<file path="src/rtl/reg_file.sv">
// ============================================================================
// reg_file : DEPTH x WIDTH register file, one write port, two registered reads
// Rev 1.0
// ============================================================================
`default_nettype none

module reg_file #(
   parameter int WIDTH   = 4,
   parameter int DEPTH   = 8,
   parameter int ADDR_W  = 3,
   parameter bit BYPASS  = 1'b1,
   parameter bit ZERO_R0 = 1'b0
) (
   input  logic              clk,
   input  logic              rst_n,
   input  logic              clr,
   input  logic              we,
   input  logic [ADDR_W-1:0] waddr,
   input  logic [WIDTH-1:0]  wdata,
   input  logic [ADDR_W-1:0] raddr_a,
   output logic [WIDTH-1:0]  rdata_a,
   input  logic [ADDR_W-1:0] raddr_b,
   output logic [WIDTH-1:0]  rdata_b,
   output logic              wr_err
);

   // One extra bit so DEPTH == 2**ADDR_W is representable.
   localparam logic [ADDR_W:0] c_depth_ext = (ADDR_W + 1)'(DEPTH);

   logic [WIDTH-1:0] mem_q [DEPTH];
   logic [WIDTH-1:0] mem_d [DEPTH];
   logic [WIDTH-1:0] rdata_a_q, rdata_a_d;
   logic [WIDTH-1:0] rdata_b_q, rdata_b_d;
   logic             wr_err_q, wr_err_d;

   logic             w_wr_ok;

   function automatic logic addr_ok(input logic [ADDR_W-1:0] a);
      return ({1'b0, a} < c_depth_ext) && !(ZERO_R0 && (a == '0));
   endfunction

   assign w_wr_ok = we && !clr && addr_ok(waddr);

   always_comb begin
      wr_err_d = we && !clr && !addr_ok(waddr);

      for (int i = 0; i < DEPTH; i++) begin
         mem_d[i] = mem_q[i];
         if (clr) begin
            mem_d[i] = '0;
         end else if (w_wr_ok && ({1'b0, waddr} == (ADDR_W + 1)'(i))) begin
            mem_d[i] = wdata;
         end
      end

      // Unmapped and hard-zero addresses fall through to the zero default.
      rdata_a_d = '0;
      if (!clr && addr_ok(raddr_a)) begin
         for (int i = 0; i < DEPTH; i++) begin
            if ({1'b0, raddr_a} == (ADDR_W + 1)'(i)) begin
               rdata_a_d = mem_q[i];
            end
         end
         if (BYPASS && w_wr_ok && (waddr == raddr_a)) begin
            rdata_a_d = wdata;
         end
      end

      rdata_b_d = '0;
      if (!clr && addr_ok(raddr_b)) begin
         for (int i = 0; i < DEPTH; i++) begin
            if ({1'b0, raddr_b} == (ADDR_W + 1)'(i)) begin
               rdata_b_d = mem_q[i];
            end
         end
         if (BYPASS && w_wr_ok && (waddr == raddr_b)) begin
            rdata_b_d = wdata;
         end
      end
   end

   generate
      for (genvar g = 0; g < DEPTH; g++) begin : g_entry
         always_ff @(posedge clk or negedge rst_n) begin
            if (!rst_n) begin
               mem_q[g] <= '0;
            end else begin
               mem_q[g] <= mem_d[g];
            end
         end
      end
   endgenerate

   always_ff @(posedge clk or negedge rst_n) begin
      if (!rst_n) begin
         rdata_a_q <= '0;
         rdata_b_q <= '0;
         wr_err_q  <= 1'b0;
      end else begin
         rdata_a_q <= rdata_a_d;
         rdata_b_q <= rdata_b_d;
         wr_err_q  <= wr_err_d;
      end
   end

   assign rdata_a = rdata_a_q;
   assign rdata_b = rdata_b_q;
   assign wr_err  = wr_err_q;

endmodule

`default_nettype wire

</file>
<file path="config.mk">
export PLATFORM = sky130hd
export DESIGN_NAME = reg_file
export DESIGN_NICKNAME = d
export VERILOG_FILES = /design/src/rtl/reg_file.sv
export SDC_FILE = /design/constraint.sdc
export NUM_CORES = 1
export LEC_CHECK = 0
export ABC_AREA = 1
export CAP_MARGIN = 20
export CORE_ASPECT_RATIO = 0.8
export CORE_MARGIN = 2
export CORE_UTILIZATION = 49
export CTS_CLUSTER_SIZE = 25
export DETAILED_ROUTE_END_ITERATION = 16
export HOLD_SLACK_MARGIN = 0.06
export PLACE_DENSITY = 0.71
export SLEW_MARGIN = 20
export SYNTH_ARGS = -nofsm -noshare
export SYNTH_HDL_FRONTEND = slang
export SYNTH_SLANG_ARGS = --single-unit
</file>
<file path="constraint.sdc">
create_clock -name clk -period 1.4 [get_ports clk]
set_input_delay 0.28 -clock clk [delete_from_list [all_inputs] [get_ports clk]]
set_output_delay 0.28 -clock clk [all_outputs]
set_load 0.05 [all_outputs]
</file>
# Word-level counts from Yosys, hierarchy flattened
# Cells that the tools add are included.
[classes]
eq_ne = 23
n_mux = 36
reduce_logical = 23
[ops]
columns = ["cell", "count"]
rows = [
  ["$mux 4", 36],
  ["$eq 3x3->1 const B", 12],
  ["$eq 3x2->1 const B", 6],
  ["$reduce_bool 2->1", 8],
  ["$logic_and 1x1->1", 11],
  ["$eq 3x1->1 const B", 3],
  ["$logic_not 3->1", 3],
  ["$eq 3x3->1", 2],
  ["$logic_not 1->1", 1],
]
[totals]
regBits = 40
inputBits = 17
out_inout_bits = 9
word_cells = 92

# Depth between registers and ports, before layout
# Gate-level depths: netlist of the first run.
[depth]
depth_word = 11
mapped_depth = 11
ltp_nobuf = 11

# Least setup slack after synthesis of the first run
# OpenSTA, ideal clock, no wires.
[synth_timing]
kind = "input-to-reg"
from = "input port we"
to = "register mem_q[18] in the netlist's numbering"
setup_ns = 0.125
t_arrival_ns = 1.031
required_time_ns = 1.275
setup_slack_ns = 0.244
path_stages = 7
path_buffers = 0
cell_sequence = "inv_1 -> nor2_2 -> inv_2 -> nor2_4 -> nand2_4 -> nand2_4 -> mux2_4"
[synth_via]
elab_chain_len = 3
[synth_rtl]
columns = ["item", "line", "rtl"]
rows = [
  ["from (decl)", "17", "input logic we,"],
  ["$logic_and 1x1->1", "n/a", ""],
  ["$logic_and 1x1->1", "51", "end else if (w_wr_ok && ({1'b0, waddr} == (ADDR_W + 1)'(i))) begin"],
  ["$reduce_bool 2->1 (no line)", "n/a", ""],
  ["to (signal, indexed assignment)", "88", "mem_q[g] <= mem_d[g];"],
  ["to (decl)", "30", "logic [WIDTH-1:0] mem_q [DEPTH];"],
]
# Every way passes these cells.
# A chain may end at the register's enable or synchronous reset.

# Final worst setup path of the first run
[layout_timing]
from = "input port waddr[0]"
to = "register rdata_b_q[1] (netlist: rdata_b[1])"
[layout_via]
elab_chain_len = 4
[layout_rtl]
columns = ["item", "line", "rtl"]
rows = [
  ["from (decl)", "18", "input logic [ADDR_W-1:0] waddr,"],
  ["$eq 3x3->1", "76", "if (BYPASS && w_wr_ok && (waddr == raddr_b)) begin"],
  ["$logic_and 1x1->1", "76", ""],
  ["$mux 4", "76", ""],
  ["$mux 4", "70", "if (!clr && addr_ok(raddr_b)) begin"],
  ["named net rdata_b_d[1]", "33", "logic [WIDTH-1:0] rdata_b_q, rdata_b_d;"],
  ["to (signal assigned)", "101", "rdata_b_q <= rdata_b_d;"],
  ["to (decl)", "33", ""],
]
# The timed path passes the listed nets, and every way through them passes these cells.

==> impl_metrics.toml, run 1 <==
[placed_design]
gp_congestion = 0.9968
port_buffers = 24
dp_cells = 464
dpl.hpwl_um = 5487
dpl_cell_area_mm2 = 0.003089

[die]
die-area_mm2 = 0.005609
start_util_pct = 50.01
die_h_um = 67.39
row_count = 23
core_mm2 = 0.004921
die_x_um = 83.24
io_pins = 26

[timing]
min_period_ps = 1294
drv_slew = 0
finalCritPeriodShare_pct = 92.41
holdWs_ps = 462.6
setup_viol = 0
report.final.hold_viol_count = 0
rsz0062_at_grt = "false"
skew_ps = 6.781
timing.fmax_mhz = 773.0

[layout]
nNetsFinal = 429
syn2layout_area_growth_pct = 31.52
drive_gt1_share_pct = 22.57
n_antenna_cell = 0
fin_cells = 474
finalInstanceArea_mm2 = 0.003237
fill_cells = 427

[synth]
ys_warn_count = 0
syn_area_per_cell_um2 = 7.032
yosys-top-cells-area = "dfrtp_1, nand2_1, nand3_1"
synth_most_common_cell = "nand2_1"
synth_area_mm2 = 0.002461
ys_seq_area_share_pct = 40.67
synth_top_area_share_pct = 40.67
synthCells = 350
synth_edf_count = 0
yosysTopAreaCell = "dfrtp_1"
synth_fp_nets = 367
async_flop_share_pct = 100.0
ys_types = 25
ys.flop_type = "dfrtp_1"
synth_seq_cells = 40
synthTopCellsByCount = "nand2_1, inv_1, nand3_1"

[critical_path]
critPathMaxStageDelay_ps = 310
worstPathMaxFanout = 6
startpoint_type = "input pin"
crit_buf_inv = 4
cp_top_family = "buffers and inverters"
critPathKind = "input pin to register"
path_cells = "dlygate4sd2_1 > buf_4 > o21ai_1 > nor2_2 > nand2_2 > inv_2 > a21oi_1 > nand3_1 > nand2_1 > inv_1"
worstPathRequired_ps = 1600
crit_slowest_cell = "dlygate4sd2_1"
cp-end-kind = "register"
cp.arrival_ps = 1490

[route]
wl_um = 7057
via_per_inst = 5.388
drt-initial-drc-count = 229
num_vias = 2554
drt.antenna.violating_nets = 0
dr.pass1.iters = 5
wl_per_cell_um = 14.89
route.detailed.drc = 0

[clock_network]
clock_path_buffers = 2
numCtsBuffers = 5
cts_sinks = 40
cts_root_buf = "clkbuf_8"
clk_pin_slew_ps = 70
cts_tree = "done"
h-tree-depth = 2
clk_latency_ps = 300

[grt]
grt_overflow = 0
grt_max_degree = 41
antenna_found_initial = 0
grt_pass1_vias = 2303
grt_first_pass_wirelength_um = 11630
grt_use_total_pct = 27.65

[power]
vdd_drop_max_uv = 601.3
p_int_uw = 1969
seq_power_share_pct = 45.2
p_per_area_mw_per_mm2 = 879.4
leakage_uw = 0.001688
switchingPower_uw = 877.9
switching_share_pct = 30.84
p_clk_share_pct = 29.6
combPwrFrac_pct = 25.2

[min_path]
hold_path_class = "input pin to asynchronous set/reset pin"

[status]
status = "complete, no violations"

[job]
maxCapViolations = 0
cell families (layout without fill, tap and decap cells):
family | Yosys count | after routing | synth area share [%]
mux | 2 | 2 | 1.220
compound gates | 55 | 55 | 11.44
flops | 40 | 40 | 40.67
buf+inv | 67 | 129 | 11.95
simple gates | 185 | 185 | 34.57
other cells | 1 | 1 | 0.1524
worst paths after layout:
kind | startpoint | endpoint | slack (ps) | depth (start not counted)
hold reg to reg | mem_q[25] | mem_q[25] | 550 | 2
hold / removal | rst_n | mem_q[20] | 460 | 3
min in group clk | clr | mem_q[30] | 480 | 3
setup / recovery | waddr[0] | rdata_b[1] | 110 | 10
max in group asynchronous | rst_n | mem_q[27] | 720 | 3
setup reg to reg | mem_q[29] | rdata_b[1] | 210 | 8
per-stage QoR:
step | setup slack, ps | TNS (ps) | total power (µW) | util [%]
global route | 10.82 | 0 | 2996 | 65.78
CTS | 12.02 | 0 | 2861 | 65.60
finish | 106.3 | 0 | 2847 | 65.78
floorplan | 244.4 | 0 | 1660 | -
global placement | -477.8 | -11100 | 2004 | 62.78
detailed placement | -466.6 | -11710 | 2012 | 62.78
cells in the final DEF (no fill, tap or decap), types with 5 or more instances in the layout:
master and instances:
nand2_1 91, inv_1 47, dfrtp_1 40, nand3_1 39, buf_4 35, o21ai_0 34, nor2_1 24, inv_2 12
buf_12 11, nand4_1 10, a21oi_1 9, o21ai_1 8, dlygate4sd2_1 8, clkbuf_8 7, nor2_2 5
state kept, by name, summed over array words and instances (netlist names):
| signal | cells |
|---|---|
| mem_q | 32 |
| rdata_b | 4 |
| rdata_a | 4 |
power groups by stage:
stage               combinational [µW]  sequential, µW  clock (µW)
finish                             717            1290         842
global route                       785            1300         916
CTS                                710            1290         864
detailed placement                 705            1310           0
global placement                   697            1310           0
floorplan                          301            1360           0
metal layers:
layer  global-route usage, %  part of all wire [%]  wire length, µm  vias to the layer above
li1                        -                     -                -                     1242
met1                   40.48                    47             3337                     1186
met2                   41.63                    43             3052                      113
met3                   4.890                   7.8              551                       13
met4                   9.426                   1.6              116                        0
met5                       0                     0                0                        -
cell type report:
cell class                 count  area [µm²]  share of cell area (%)
tap                           62       77.57                   2.397
sequential                    40        1001                   30.92
clock buffer                   7       96.34                   2.976
inverter                      59       221.5                   6.842
timing repair buffer          63       630.6                   19.48
multi-input combinational    243        1210                   37.38
worst register-to-register path, cell delays in order (launching register included):
cell and delay (ps):
dfrtp_1 410, nand3_1 90, nand3_1 100, nand2_1 100, nand3_1 80, nand2_1 110
nand3_1 90, nand2_1 70, inv_1 40
timing repair:
item | in CTS | in global routing
pin swaps | 5 | 1
hold endpoints to repair | 40 | 0
resized for setup | 20 | 9
hold buffers | 1 | 0
setup endpoints to repair | 13 | 5
setup buffers | 2 | 0
(Power assumes the default switching activity.)
==> run 2, diff against run 1 <==
--- a/config.mk
+++ b/config.mk
@@ -12,6 +12,8 @@
 export CORE_UTILIZATION = 49
 export CTS_CLUSTER_SIZE = 25
 export DETAILED_ROUTE_END_ITERATION = 16
+export GPL_ROUTABILITY_DRIVEN = 0
+export GPL_TIMING_DRIVEN = 1
 export HOLD_SLACK_MARGIN = 0.06
 export PLACE_DENSITY = 0.71
 export SLEW_MARGIN = 20
==> impl_metrics.toml, run 2 (synthesis gave the netlist of run 1 again) <==
[route]
dr.pass1.iters = 5
num_vias = 2511
drt-initial-drc-count = 200
wl_per_cell_um = 14.76
wl_um = 7027
drt.antenna.violating_nets = 0
via_per_inst = 5.275
route.detailed.drc = 0

[power]
vdd_drop_max_uv = 648.8
p_clk_share_pct = 28.6
leakage_uw = 0.001690
combPwrFrac_pct = 25.4
p_per_area_mw_per_mm2 = 869.3
switching_share_pct = 31.53
p_int_uw = 1914
seq_power_share_pct = 46.1
switchingPower_uw = 881.4

[placed_design]
dp_cells = 465
dpl.hpwl_um = 5456
dpl_cell_area_mm2 = 0.003059
port_buffers = 24

[grt]
grt_pass1_vias = 2265
grt_overflow = 0
grt_first_pass_wirelength_um = 11160
grt_use_total_pct = 26.31
antenna_found_initial = 0
grt_max_degree = 41

[layout]
finalInstanceArea_mm2 = 0.003216
fill_cells = 425
final_common_cell = "nand2_1"
n_antenna_cell = 0
drive_gt1_share_pct = 22.95
syn2layout_area_growth_pct = 30.66
nNetsFinal = 430
final_cell_mix = "nand2_1, inv_1, nand3_1"
regMostFlops = "mem_q"
largest_reg_flops = 32
fin_cells = 476

[timing]
drv_slew = 0
min_period_ps = 1256
report.final.hold_viol_count = 0
tightest_slew_ps = 506.0
timing.fmax_mhz = 796.3
rsz0062_at_grt = "false"
setup_viol = 0
slew_headroom_pct = 66.27
fin_tns_setup_ps = 0
finalCritPeriodShare_pct = 89.70
skew_ps = 6.372

[die]
die_x_um = 83.24
core_mm2 = 0.004921
die-area_mm2 = 0.005609
io_pins = 26
die_h_um = 67.39
start_util_pct = 50.01
row_count = 23

[clock_network]
numCtsBuffers = 5
h-tree-depth = 2
clk_pin_slew_ps = 80
clock_path_buffers = 2
cts_sinks = 40
cts_root_buf = "clkbuf_8"
clk_latency_ps = 300
cts_tree = "done"

[critical_path]
worstPathRequired_ps = 1600
cp.arrival_ps = 1460
critPathKind = "input pin to register"
worstPathMaxFanout = 7
cp-end-kind = "register"
startpoint_type = "input pin"
rr_worst_depth = 8

[min_path]
min_path_cells = 3
hold_path_class = "input pin to register"

[status]
status = "complete, no violations"

[job]
maxCapViolations = 0
==> run 2: cell types whose count changed in the layout (fill, tap and decap cells not counted), sizes merged <==
| cell | before | now |
|---|---|---|
| clkbuf | 9 | 8 |
| clkdlybuf4s15 | 0 | 1 |
| buf | 47 | 48 |
| dlygate4sd2 | 8 | 6 |
| dlymetal6s2s | 1 | 2 |
| clkinv | 0 | 2 |
==> run 2: metal layers <==
| layer | vias up | wire, µm | track usage, % |
|---|---|---|---|
| met5 | - | 0 | 0 |
| met4 | 0 | 93 | 8.197 |
| met3 | 9 | 628 | 5.746 |
| met2 | 129 | 2980 | 40.52 |
| met1 | 1131 | 3325 | 37.43 |
| li1 | 1242 | - | - |
==> run 2: per-stage QoR <==
stage / total power, µW / worst slack, ps / utilization, % / hold slack, ps
finish: 2795 / 144.2 / 65.34 / 432.4
global route: 2920 / 19.15 / 65.34 / 466.1
CTS: 2788 / -2.980 / 64.33 / 536.3
detailed placement: 1999 / -478.4 / 62.17 / 373.6
global placement: 1989 / -444.3 / 62.17 / 369.4
floorplan: 1660 / 244.4 / - / -15.59
==> run 2: path summary, 6_finish.rpt <==
path | from | endpoint | slack (ps)
max | raddr_a[2] | rdata_a[0] | 140
min | clr | mem_q[30] | 430
max reg2reg | mem_q[29] | rdata_b[1] | 190
min reg2reg | mem_q[24] | mem_q[24] | 540
max in group asynchronous | rst_n | mem_q[3] | 480
min in group asynchronous | rst_n | mem_q[20] | 560
==> run 2: what timing repair did <==
item / 4_1_cts / 5_1_grt
hold buffers: 1 / 0
gates resized for setup: 14 / 19
pin swaps: 0 / 6
hold endpoints to repair: 31 / 0
endpoints found under the setup margin: 10 / 34
cloned: 0 / 0
buffers inserted: 0 / 2
==> run 2: layout make-up <==
cell class                 instances  area, µm²  share of cell area [%]
clock inverter                     2      10.01                  0.3113
tap                               62      77.57                   2.412
inverter                          59      224.0                   6.965
sequential                        40       1001                   31.13
multi-input combinational        243       1211                   37.67
clock buffer                       6      82.58                   2.568
timing repair buffer              64      609.3                   18.95
==> run 2: worst max-delay path: stages <==
cell           delay [ps]
dlygate4sd2_1         260
inv_2                 120
nand3_1               200
inv_1                 120
nand2_1                60
nand2_1                70
nand3_1                90
nand2_1                70
nand3_1                60
nand2_1                80
inv_1                  40
==> run 2: power by group through the flow <==
stage / Combinational (µW) / Clock [µW] / Sequential (µW)
final: 709 / 799 / 1290
after global routing: 770 / 853 / 1300
after CTS: 691 / 811 / 1290
after detailed placement: 691 / 0 / 1310
after global placement: 682 / 0 / 1310
after floorplan: 301 / 0 / 1360
==> run 3, diff against run 2 <==
--- a/config.mk
+++ b/config.mk
@@ -10,6 +10,7 @@
 export CORE_ASPECT_RATIO = 0.8
 export CORE_MARGIN = 2
 export CORE_UTILIZATION = 49
+export CTS_BUF_LIST = sky130_fd_sc_hd__clkbuf_4
 export CTS_CLUSTER_SIZE = 25
 export DETAILED_ROUTE_END_ITERATION = 16
 export GPL_ROUTABILITY_DRIVEN = 0
==> constraint.sdc (replaced) <==
create_clock -name clk -period 1.56 [get_ports clk]
set_input_delay 0.312 -clock clk [delete_from_list [all_inputs] [get_ports clk]]
set_output_delay 0.312 -clock clk [all_outputs]
set_load 0.05 [all_outputs]
==> impl_metrics.toml, run 3 (synthesis gave the netlist of run 1 again) <==
[timing]
rsz0062_at_grt = "false"
min_period_ps = 1459
skew_ps = 15.80
timing.fmax_mhz = 685.4
drv_slew = 0
finalCritPeriodShare_pct = 93.53
fin_tns_setup_ps = 0
setup_viol = 0
report.final.hold_viol_count = 0

[die]
row_count = 23
start_util_pct = 50.01
io_pins = 26
die-area_mm2 = 0.005609
die_h_um = 67.39
die_x_um = 83.24
core_mm2 = 0.004921

[layout]
largest_reg_flops = 32
fin_cells = 473
final_cell_mix = "nand2_1, inv_1, buf_4"
syn2layout_area_growth_pct = 25.42
drive_gt1_share_pct = 19.95
fill_cells = 431
final_common_cell = "nand2_1"
n_antenna_cell = 0
nNetsFinal = 427
regMostFlops = "mem_q"

[clock_network]
cts_root_buf = "clkbuf_4"
cts_sinks = 40
post-cts-setup-buffer-count = 0
numCtsBuffers = 5
clk_latency_ps = 350
h-tree-depth = 2
clk_pin_slew_ps = 120
clock_path_buffers = 2
cts_tree = "done"

[power]
p_per_area_mw_per_mm2 = 785.8
leakage_uw = 0.001654
vdd_drop_max_uv = 483.5

[grt]
antenna_found_initial = 0
grt_use_total_pct = 26.43
grt_pass1_vias = 2348
grt_max_degree = 24
grt_overflow = 0
grt_first_pass_wirelength_um = 11380

[critical_path]
r2r_slack_ps = 360
cp-end-kind = "register"
r2r-end = "rdata_b[1]"
cp.arrival_ps = 1710
worstReg2RegStart = "mem_q[29]"
rr_worst_depth = 8
worstPathRequired_ps = 1810
worstPathMaxFanout = 6
startpoint_type = "input pin"
critPathKind = "input pin to register"

[route]
dr.pass1.iters = 6
via_per_inst = 5.414
wl_per_cell_um = 14.50
drt-initial-drc-count = 239
wl_um = 6859
drt.antenna.violating_nets = 0
route.detailed.drc = 0
num_vias = 2561

[placed_design]
dpl.hpwl_um = 5519
port_buffers = 24
dp_cells = 464

[job]
maxCapViolations = 0

[min_path]
hold_path_class = "input pin to asynchronous set/reset pin"

[status]
status = "complete, no violations"
run 3: cell types whose count changed in the layout (fill, tap and decap cells not counted), moves of 3 or more:
cell,previous run,this run
clkdlybuf4s50_1,4,11
buf_12,8,2
clkbuf_4,0,6
clkbuf_8,6,0
dlygate4sd2_1,6,0
buf_4,38,42
inv_1,46,49
run 3: how the worst max path moves through the flow:
| stage | start | end | slack, ps | depth (start not counted) |
|---|---|---|---|---|
| after floorplan | we | mem_q[18] | 370 | 7 |
| after global placement | raddr_b[0] | rdata_b[1] | -320 | 10 |
| after detailed placement | raddr_b[0] | rdata_b[1] | -350 | 10 |
| after CTS | raddr_b[0] | rdata_b[1] | 7 | 10 |
| after global routing | waddr[2] | rdata_b[2] | 10 | 8 |
| final | raddr_b[2] | rdata_b[1] | 100 | 11 |
run 3: through the flow:
stage / power [µW] / hold WS (ps) / util [%] / setup slack [ps] / instance area [µm²]
2_1_floorplan: 1489 / 16.41 / - / 372.4 / 2461
3_3_place_gp: 1735 / 275.2 / 60.49 / -320.3 / 2977
3_5_place_dp: 1744 / 278.2 / 60.49 / -351.2 / 2977
4_1_cts: 2438 / 425.9 / 62.32 / 7.113 / 3067
5_1_grt: 2554 / 445.5 / 62.73 / 11.51 / 3087
6_report: 2425 / 424.8 / 62.73 / 101.0 / 3087
run 3: repair_timing:
action,in CTS,in global routing
endpoints found under the setup margin,0,7
hold buffers,1,0
gates resized for setup,0,7
hold endpoints to repair,17,0
run 3: area by class of cell:
| cell class | count | area, µm² | area share [%] |
|---|---|---|---|
| inverter | 59 | 221.5 | 7.175 |
| timing repair buffer | 61 | 530.5 | 17.19 |
| clock buffer | 6 | 45.04 | 1.459 |
| clock inverter | 2 | 35.03 | 1.135 |
| tap | 62 | 77.57 | 2.513 |
| multi-input combinational | 243 | 1176 | 38.10 |
| sequential | 40 | 1001 | 32.43 |
run 3: layer usage:
layer / global-route usage, % / up-vias / wire length (µm)
met5: 0 / - / 0
met4: 8.197 / 0 / 192
met3: 5.012 / 21 / 746
met2: 41.83 / 154 / 2830
met1: 37.19 / 1147 / 3090
li1: - / 1239 / -
run 3: worst max-delay path, cell delays in order:
cell and delay (ps):
clkdlybuf4s50_1 470, inv_1 110, buf_4 170, nand3_1 80, nand3_1 100, nand2_1 80
nand3_1 70, nand2_1 90, nand3_1 100, nand2_1 80, inv_1 40
run 3: where the power goes:
group          switching [µW]  internal, µW  leakage (µW)
Combinational             371           218       0.00108
Clock                     339           354     0.0000456
Sequential               37.3          1110      0.000531
Total                     748          1680       0.00165
